--- config.mk ---
export PLATFORM = sky130hd
export DESIGN_NAME = network_acc_requant_29s_16s
export DESIGN_NICKNAME = d
export VERILOG_FILES = /design/src/rtl/network_acc_requant_29s_16s.sv
export SDC_FILE = /design/constraint.sdc
export NUM_CORES = 1
export LEC_CHECK = 0
export BUFFER_PORTS_ARGS = -buffer_cell sky130_fd_sc_hd__buf_2
export CELL_PAD_IN_SITES_DETAIL_PLACEMENT = 2
export CELL_PAD_IN_SITES_GLOBAL_PLACEMENT = 2
export CORE_MARGIN = 3
export CORE_UTILIZATION = 35
export DETAILED_ROUTE_END_ITERATION = 10
export PLACE_DENSITY = 0.87
export SYNTH_ARGS = -nofsm -noshare
export SYNTH_HDL_FRONTEND = slang
export SYNTH_SLANG_ARGS = --single-unit
--- constraint.sdc ---
create_clock -name clk -period 6.4 [get_ports clk]
set_input_delay 0.32 -clock clk [delete_from_list [all_inputs] [get_ports clk]]
set_output_delay 0.32 -clock clk [all_outputs]
set_load 0.005 [all_outputs]
--- src/rtl/network_acc_requant_29s_16s.sv ---
// rtl/network_acc_requant_29s_16s.sv - grouped product accumulator with rounded, saturating requantization to 16 bits
module network_acc_requant_29s_16s #(
  parameter int KERNEL_LEN = 9,
  parameter int SHIFT      = 12,
  parameter int RELU       = 1
) (
  input  logic               clk,
  input  logic               reset,
  input  logic               ce,
  input  logic               in_valid,
  output logic               in_ready,
  input  logic signed [28:0] prod,
  input  logic signed [15:0] bias,
  output logic               out_valid,
  input  logic               out_ready,
  output logic signed [15:0] dout
);

  localparam int CW = (KERNEL_LEN > 1) ? $clog2(KERNEL_LEN) : 1;
  localparam logic [CW-1:0] CNT_LAST = CW'(KERNEL_LEN - 1);
  localparam logic signed [39:0] ROUND = 40'sd1 <<< (SHIFT - 1);
  localparam logic signed [39:0] SAT_MAX = 40'sd32767;
  localparam logic signed [39:0] SAT_MIN = -40'sd32768;

  logic signed [39:0] acc_q, acc_d;
  logic [CW-1:0]      cnt_q, cnt_d;
  logic               out_valid_q, out_valid_d;
  logic signed [15:0] dout_q, dout_d;

  logic               accept;
  logic               first_prod;
  logic               last_prod;
  logic signed [39:0] bias_ext;
  logic signed [39:0] prod_ext;
  logic signed [39:0] acc_base;
  logic signed [39:0] acc_sum;
  logic signed [39:0] rounded;
  logic signed [39:0] shifted;
  logic signed [15:0] sat_val;
  logic signed [15:0] result;

  // A pending result that is not being drained blocks new products, so the
  // last product of the next group can never overwrite an unconsumed result.
  assign in_ready   = ce & ~(out_valid_q & ~out_ready);
  assign accept     = in_valid & in_ready;
  assign first_prod = (cnt_q == '0);
  assign last_prod  = (cnt_q == CNT_LAST);

  assign bias_ext = {{24{bias[15]}}, bias};
  assign prod_ext = {{11{prod[28]}}, prod};

  // Accumulate, then round half up, shift, saturate and optionally clamp at zero.
  always_comb begin
    acc_base = first_prod ? (bias_ext <<< SHIFT) : acc_q;
    acc_sum  = acc_base + prod_ext;
    rounded  = acc_sum + ROUND;
    shifted  = rounded >>> SHIFT;
    if (shifted > SAT_MAX) begin
      sat_val = 16'sh7fff;
    end else if (shifted < SAT_MIN) begin
      sat_val = -16'sh8000;
    end else begin
      sat_val = shifted[15:0];
    end
    if ((RELU != 0) && sat_val[15]) begin
      result = '0;
    end else begin
      result = sat_val;
    end
  end

  // Next-state: ce gates everything; a last accept reloads dout even while it is being drained.
  always_comb begin
    acc_d       = acc_q;
    cnt_d       = cnt_q;
    out_valid_d = out_valid_q;
    dout_d      = dout_q;
    if (ce) begin
      if (accept) begin
        acc_d = acc_sum;
        cnt_d = last_prod ? '0 : cnt_q + 1'b1;
      end
      if (accept && last_prod) begin
        dout_d      = result;
        out_valid_d = 1'b1;
      end else if (out_valid_q && out_ready) begin
        out_valid_d = 1'b0;
      end
    end
  end

  // State registers; reset wins over ce and drops any partial group.
  always_ff @(posedge clk) begin
    if (reset) begin
      acc_q       <= '0;
      cnt_q       <= '0;
      out_valid_q <= 1'b0;
      dout_q      <= '0;
    end else begin
      acc_q       <= acc_d;
      cnt_q       <= cnt_d;
      out_valid_q <= out_valid_d;
      dout_q      <= dout_d;
    end
  end

  assign out_valid = out_valid_q;
  assign dout      = dout_q;

endmodule

==> results.json <==
{
  "wl_per_cell_um": 24.63,
  "port_buffers": 66,
  "drv_cap": 0,
  "slew-limit-headroom": 0.3276,
  "hold_viol": 0,
  "place_hpwl_mm": 19.01,
  "postSynthCellCount": 863,
  "grt_pass1_vias": 7524,
  "grt_pass1_wl_mm": 41.78,
  "ys_warn_count": 0,
  "rows": 48,
  "fin_crit_sh": 0.9964,
  "synthToLayoutAreaGrowth_pct": 14.51,
  "startpoint_type": "flip-flop",
  "cts_buffers": 9,
  "postPlaceCellArea_sq_um": 6714,
  "status": "finished clean",
  "worstPathMaxFanout": 15,
  "clock_sinks": 60,
  "grt_overflow": 0,
  "finalSetupTns_ps": 0,
  "drt_first_pass_iters": 5,
  "num_vias": 7158,
  "initial_core_util": 0.3593,
  "leakagePower_nw": 3.010,
  "peakVddDrop_v": 0.0001308,
  "drc": 0,
  "fin_skew_ps": 11.26,
  "slowest_stage": "or4_1",
  "fp.dieArea_sq_um": 19450,
  "vias_per_cell": 6.284,
  "synth_top_area_cell": "dfxtp_1",
  "endpoint_kind": "flip-flop",
  "critPathArrivalTime_ps": 6610,
  "clk_pin_slew_ps": 70,
  "reg2regPathDepth": 25,
  "grt_usage": 0.2675,
  "cellPowerDensity_nw_per_um2": 245.9,
  "clockRootBuffer": "clkbuf_16",
  "antenna_left": 0,
  "cts_buffer_depth": 2,
  "timing.critical_path.mode_cell": "ha_1",
  "design_area_sq_um": 7141,
  "p_total_mw": 1.756,
  "synthArstFlopShare": 0,
  "drive_above_1_share": 0.1729,
  "ys_seq_area_frac": 0.1926,
  "clk_latency_ps": 360,
  "ios": 68,
  "ys.flop_type": "dfxtp_1",
  "critPathKind": "reg -> reg",
  "synth_top_cell_area_share": 0.1926,
  "period_minus_slack_ps": 6377,
  "tritoncts": "yes",
  "core_region_area_sq_um": 17360,
  "grt_antenna_before_repair": 0,
  "drtIter0Drc": 528,
  "synth_fp_nets": 956,
  "fin_nets": 1002,
  "tightest_slew_ps": 1009,
  "routed_wl_mm": 28.05,
  "grt_max_degree": 47,
  "fmax_ghz": 0.1568,
  "holdBufCountCts": 0,
  "min_path_type": "in -> reg",
  "finalSetupViolCount": 0,
  "multi_input_comb_area_sq_um": 4826,
  "cts-htree-levels": 3,
  "antennaDiodeCount": 0,
  "cp_slowest_stage_delay_ps": 490,
  "synth.cell_area_sq_um": 6236,
  "crit_required_ps": 6630,
  "syn_area_per_cell_sq_um": 7.226,
  "hold_path_depth": 4,
  "yosys.cell_types.count": 82,
  "die_w_um": 139.5,
  "synthTopCellsByArea": "dfxtp_1, nand2_1, ha_1",
  "gp_congestion": 0.9291,
  "slew_violations": 0,
  "die_h_um": 139.5,
  "regArea_sq_um": 1201,
  "synth-seq-cells": 60,
  "synth-edff-count": 0,
  "nFillCells": 2002
}
[final cells by class]
type	count	share of cell area
multi-input cells	742	0.6758
inverters	11	0.005782
repair buffers	85	0.06799
clock inverters	7	0.01121
clock buffers	9	0.03154
flip-flops and latches	60	0.1682
well taps	225	0.03943
[through the flow]
stage          hold WS [ps]    util  instances  worst slack (ps)
4_1_cts               243.7  0.4061       1136             107.1
3_3_place_gp          438.2  0.3868       1117             441.6
2_1_floorplan         427.3       -        863             907.7
6_report              243.1  0.4114       1139             23.13
5_1_grt               291.4  0.4114       1139            -231.3
3_5_place_dp          447.0  0.3868       1117             9.766
[power by group]
group / internal (mW) / switching, mW
clock network: 0.307 / 0.229
logic: 0.269 / 0.544
registers: 0.395 / 0.0117
total: 0.971 / 0.784
[routing by layer]
layer / wire length [um] / part of all wire / global-route usage
met3: 1392 / 0.050 / 0.04055
met5: 0 / 0 / 0
met4: 1494 / 0.053 / 0.1210
met1: 11760 / 0.42 / 0.3380
met2: 13410 / 0.48 / 0.4496
[path summary, 6_finish.rpt]
check	start	to	slack, ps
worst max-delay path	cnt_q[0]$_SDFFE_PP0P_	dout[1]$_SDFFE_PP0P_	20
worst min-delay path	out_ready	out_valid$_SDFFE_PP0P_	240
worst max register to register	cnt_q[0]$_SDFFE_PP0P_	dout[1]$_SDFFE_PP0P_	20
worst min register to register	acc_q[21]$_SDFFE_PP0P_	acc_q[21]$_SDFFE_PP0P_	460
[timing repair]
item                       in CTS  in global routing
resized for setup               1                 15
setup endpoints to repair      14                 15
pin swaps                       1                  3
cloned                          0                  0
buffers inserted                3                  3
[worst max-delay path, delay by kind of cell, from the launching register on]
kind                     cells  cell delay (ps)
buffers and inverters        4              570
AND/OR/NAND/NOR             10             2290
AO/OA/AOI/OAI                7             1990
adder cells (fa/ha/maj)      4             1050
flip-flops                   1              350
[layout by cell type (no fill, tap or decap), types with 3 or more instances in the layout]
cell type    n
nand2_1    182
a21oi_1     83
buf_2       66
dfxtp_1     60
nor2_1      57
ha_1        37
a21o_1      35
nand4_1     23
xnor2_1     23
and2_1      22
nand3_1     21
xor2_1      18
buf_4       18
o21ai_0     17
nor3_1      17
o211ai_1    16
o211ai_2    13
inv_1       11
o21ai_1      9
or3_1        9
and3_1       9
clkbuf_16    9
nand2b_1     8
a211oi_1     8
o21a_1       7
a2111oi_0    7
nor4_1       7
and4_1       7
a21oi_2      6
o211a_1      5
o31ai_1      5
a31oi_1      5
ha_2         5
o21bai_1     4
mux2i_1      4
inv_6        4
a22oi_1      3
o2111ai_1    3
or2_2        3
[sequential cells by signal (all words and copies together), names as in the netlist]
register / flops
cnt_q: 4
acc_q: 40
out_valid: 1
dout: 15
[cells in the mapped netlist (all sizes together) (18+ instances only)]
| master | instances |
|---|---|
| a21o | 35 |
| dfxtp | 60 |
| and2 | 23 |
| ha | 42 |
| xnor2 | 24 |
| nor2 | 59 |
| xor2 | 18 |
| nand3 | 21 |
| o211ai | 29 |
| nor3 | 19 |
| nand4 | 25 |
| buf | 22 |
| o21ai | 28 |
| nand2 | 182 |
| a21oi | 91 |
| clkbuf | 28 |
[logic make-up after synthesis]
| kind of cell | synth area share |
|---|---|
| AOI/OAI and AO/OA | 0.3052 |
| xor gates and xnor gates | 0.05899 |
| adders and majority gates | 0.08748 |
| buffers and inverters | 0.04414 |
| DFF | 0.1926 |
| muxes | 0.008226 |
| other | 0.0006013 |
| and+or+nand+nor | 0.3028 |
Power figures use the tool's default switching activity.
